[config.mk]
export PLATFORM = sky130hd
export DESIGN_NAME = lsu_wb_gather_ctrl
export DESIGN_NICKNAME = d
export VERILOG_FILES = /design/src/rtl/lsu_wb_gather_ctrl.sv
export SDC_FILE = /design/constraint.sdc
export NUM_CORES = 1
export LEC_CHECK = 0
export ABC_AREA = 1
export ABC_CLOCK_PERIOD_IN_PS = 2300
export BUFFER_PORTS_ARGS = -buffer_cell sky130_fd_sc_hd__buf_4
export CELL_PAD_IN_SITES_DETAIL_PLACEMENT = 2
export CELL_PAD_IN_SITES_GLOBAL_PLACEMENT = 2
export CORE_ASPECT_RATIO = 1.1
export CORE_MARGIN = 2
export CORE_UTILIZATION = 29
export DETAILED_ROUTE_END_ITERATION = 10
export PLACE_DENSITY_LB_ADDON = 0.1
export SYNTH_ARGS = -nofsm -noshare
export SYNTH_HDL_FRONTEND = slang
export SYNTH_SLANG_ARGS = --single-unit
[constraint.sdc]
create_clock -name clk -period 2.3 [get_ports clk]
set_input_delay 0.46 -clock clk [delete_from_list [all_inputs] [get_ports clk]]
set_output_delay 0.46 -clock clk [all_outputs]
set_load 0.05 [all_outputs]
[src/rtl/lsu_wb_gather_ctrl.sv]
// Sequencer for the LSU memory-to-writeback gather shift register: collects tagged
// memory words, pads with zero shifts to a full vector, then hands off to writeback.
module lsu_wb_gather_ctrl #(
    parameter int NUM_LANES = 64,
    parameter int TAG_W     = 7
) (
    input  logic             clk,
    input  logic             rst,
    input  logic             issue_valid,
    output logic             issue_ready,
    input  logic [TAG_W-1:0] issue_tag,
    input  logic [6:0]       issue_words,
    input  logic             mem_ack,
    input  logic [TAG_W-1:0] mem_tag,
    output logic             load_wb,
    output logic             pad_sel,
    output logic             wb_valid,
    input  logic             wb_ready,
    output logic [TAG_W-1:0] wb_tag,
    output logic             stray_ack
);

    localparam logic [6:0] LANES = 7'(NUM_LANES);

    typedef enum logic [1:0] {
        IDLE    = 2'd0,
        COLLECT = 2'd1,
        PAD     = 2'd2,
        WB      = 2'd3
    } state_t;

    state_t           state, state_n;
    logic [6:0]       word_cnt, word_cnt_n;
    logic [6:0]       shift_cnt, shift_cnt_n;
    logic [TAG_W-1:0] cur_tag, cur_tag_n;
    logic [6:0]       words_clamped;
    logic             good_ack;
    logic             stray;

    assign words_clamped = (issue_words > LANES) ? LANES : issue_words;

    always_ff @(posedge clk) begin
        if (!rst) begin
            state     <= IDLE;
            word_cnt  <= '0;
            shift_cnt <= '0;
            cur_tag   <= '0;
            stray_ack <= 1'b0;
        end else begin
            state     <= state_n;
            word_cnt  <= word_cnt_n;
            shift_cnt <= shift_cnt_n;
            cur_tag   <= cur_tag_n;
            stray_ack <= stray;
        end
    end

    always_comb begin
        state_n     = state;
        word_cnt_n  = word_cnt;
        shift_cnt_n = shift_cnt;
        cur_tag_n   = cur_tag;
        issue_ready = 1'b0;
        load_wb     = 1'b0;
        pad_sel     = 1'b0;
        wb_valid    = 1'b0;
        wb_tag      = '0;
        good_ack    = 1'b0;
        unique case (state)
            IDLE: begin
                issue_ready = 1'b1;
                if (issue_valid) begin
                    cur_tag_n   = issue_tag;
                    shift_cnt_n = '0;
                    word_cnt_n  = words_clamped;
                    state_n     = (words_clamped != 7'd0) ? COLLECT : PAD;
                end
            end
            COLLECT: begin
                if (mem_ack && mem_tag == cur_tag) begin
                    good_ack    = 1'b1;
                    load_wb     = 1'b1;
                    word_cnt_n  = word_cnt - 7'd1;
                    shift_cnt_n = shift_cnt + 7'd1;
                    if (word_cnt == 7'd1)
                        state_n = (shift_cnt + 7'd1 == LANES) ? WB : PAD;
                end
            end
            PAD: begin
                // zero shifts push the collected words down so word i ends in lane i
                load_wb     = 1'b1;
                pad_sel     = 1'b1;
                shift_cnt_n = shift_cnt + 7'd1;
                if (shift_cnt + 7'd1 == LANES)
                    state_n = WB;
            end
            WB: begin
                wb_valid = 1'b1;
                wb_tag   = cur_tag;
                if (wb_ready)
                    state_n = IDLE;
            end
            default: state_n = IDLE;
        endcase
    end

    // any ack not consumed as a good collect word is reported one cycle later
    assign stray = mem_ack & ~good_ack;

endmodule

==> impl_results.md <==
- Post-synth top flop: dfxtp_1
- Fin crit share: 92.3%
- Number of hold buffers added after cts: 0
- Initial Util: 30.2%
- Commonest non-fill, non-tap cell in the layout: nand2_1
- Via density per instance: 4.69
- IO Count: 38
- Maximum vdd drop: 0.000408 V
- DRT iter0 DRCs: 39
- Total GRT Usage: 18.3%
- CP Max Fanout: 6
- Crit end category: output port
- Max incr delay on CP: 420 ps
- Synthesized flop and latch total: 24
- RSZ-0062 raised after global routing: no
- Area leader, netlist: dfxtp_1
- Remaining Overflow, GRT: 0
- Synthesized-area fraction occupied by xor and xnor cells: 2.69%
- Slew Limit Fails: 0
- Setup TNS: 0 ps
- Total number of vias: 1783
- Worst Clk Skew: 2.49 ps
- DRT antenna net count: 0
- Finished Cell Area: 2040 um^2
- P per Cell Area: 1280 nW/um^2
- HPWL after DPL: 4130 um
- ANT cells: 0
- Area of the mapped netlist: 1630 um^2
- Cts repair resizes: 0
- Post-synthesis compound-gate area fraction: 14.4%
- CTS H-tree depth: 1
- Syn Inst Count: 268
- CP top delay family: flip-flops
- DR DRC count: 0
- Num CTS Buffers: 3
- Max-Cap Viols: 0
- Fmax: 471 MHz
- Buf/Inv on CP: 3
- Ys Warns: 0
- Synth Net Count: 302
- Largest family of logic cells by synthesized area: simple AND/OR/NAND/NOR gates
- Status: completed
- DP Area: 1990 um^2
- Vias in the first global route: 1905
- Pre-Repair DR Iteration Count: 4
- Port Buf Inserts: 37
- Top cell type's share of synthesized area: 29.5%
- Clock Latency Late Sink: 270 ps
- Synth Area in Adders: 6.14%
- GP Congestion: 0.731
- Hold Crit Class: input port to register
- DR WL/cell: 13.6 um
- Async set-or-reset flop fraction in the synthesized netlist: 0%
- Final Hold Viols: 0
- Worst slew margin: 69.6%
- Critical Path RT: 1840 ps
- Core Area: 5400 um^2
- Reg area: 480 um^2
- Commonest cells after routing, fill and taps aside: nand2_1, inv_1, buf_4, nor2_1, dfxtp_1
- Die H: 82.6 um
- Number of synthesized flops with an enable pin: 0
- Syn Area/Cell: 6.08 um^2
- Worst EP arrival: 1660 ps
- Layout area overhead: 25.2%
- Top cells by area, synth: dfxtp_1, nand2_1, inv_1, nor2_1, ha_1
- Reg clk slew, reported paths: 90 ps
- Area of the multi-input gates: 948 um^2
- TritonCTS clock tree: built
- # rows: 28
- WS Path Type: register to output port
- Most used cell, CP: inv_1
- Root Buffer: clkbuf_8
- Layout fillers: 702
- Die Wd: 75.5 um
- Clock tree buffer depth: 2
- Layout cells sized above 1: 18.0%
- Initial antenna violation count: 0
- Final wirelength: 5190 um
- Period minus WS final: 2120 ps
- Worst Tran Pin Value: 456 ps
- First-pass GRT wire length: 8710 um
- Sequential area share after synthesis: 29.5%
- Largest net degree at the start of global routing: 18
- Max stage delay cell, worst path: dfxtp_1
- Post-Synth Simple-Gate Area: 34.6%
- Die area: 6240 um^2
- Sink Count: 24
- Multiplexer share of the synthesized area: 0%
- Startpoint Class: register
- Final nets: 341
- Leakage power: 1.06 nW
- Final Setup Violations: 0
- Library cells used by synthesis: 24
- Postcts setup bufs: 0
- CP cell instances: inv_1 -> ha_2 -> inv_1 -> nor2_1 -> buf_6
[synthesized netlist by cell type (2+ instances only)]
cell,n
nor3_1,2
inv_1,43
a21oi_1,19
nand4_1,3
inv_2,3
o21ai_1,2
nand3_1,14
nand2_1,74
xnor2_1,2
o21ai_0,20
o21a_1,2
nor2_2,2
xor2_1,3
buf_2,3
nand2_2,3
nor2_1,34
clkbuf_1,2
dfxtp_1,24
ha_1,8
[through the flow]
step,cells,hold WS (ps),total power [mW],utilization (%),worst slack [ps]
floorplan,268,445,1.93,-,32.0
CTS,380,476,2.66,37.7,78.5
finish,380,474,2.61,37.8,178
global placement,377,456,2.31,36.9,293
detailed placement,377,461,2.38,36.9,265
global route,380,496,2.93,37.8,16.4
[report_power, final]
part           total (mW)  leakage (nW)  switching [mW]  internal (mW)
Clock               0.259        0.0216           0.142          0.117
Combinational        1.65         0.837            1.07          0.584
Sequential          0.700         0.198           0.131          0.570
[logic make-up after synthesis]
logic type / count (synthesis)
DFF: 24
AOI/OAI and AO/OA: 45
and+or+nand+nor: 134
adders and majority gates: 8
xor gates and xnor gates: 5
buffers and inverters: 52
[metal layers]
metal	vias to the layer above	global-route usage (%)	part of all wire [%]
li1	900	-	-
met1	855	21.4	43
met2	26	35.0	54
met3	2	1.94	2.4
met4	0	4.21	0.52
met5	-	0	0
[sequential cells by signal, summed over array words and instances, names as in the netlist]
signal / flops
cur_tag: 7
shift_cnt: 7
state: 2
stray_ack: 1
word_cnt: 7
[area by class of cell]
class | instances | area share [%]
Inverter | 46 | 8.46
Clock buffer | 3 | 2.02
Sequential cell | 24 | 23.5
Tap cell | 75 | 4.60
Multi-Input combinational cell | 192 | 46.5
Timing Repair Buffer | 40 | 14.9
[tightest hold or removal path, stage by stage]
cell	delay, ps
buf_4	80
o21ai_0	70
a21oi_1	100
[path summary, 6_finish.rpt]
check                           start  depth (start not counted)  slack (ps)                        to
max             state[0]$_SDFFE_PN0P_                          5         180                   load_wb
min                      issue_tag[3]                          3         470   cur_tag[3]$_SDFFE_PN0P_
max reg2reg     state[0]$_SDFFE_PN0P_                          7         540  word_cnt[5]$_SDFFE_PN0P_
min reg2reg  word_cnt[1]$_SDFFE_PN0P_                          2         480  word_cnt[1]$_SDFFE_PN0P_
Power figures use the tool's default switching activity.
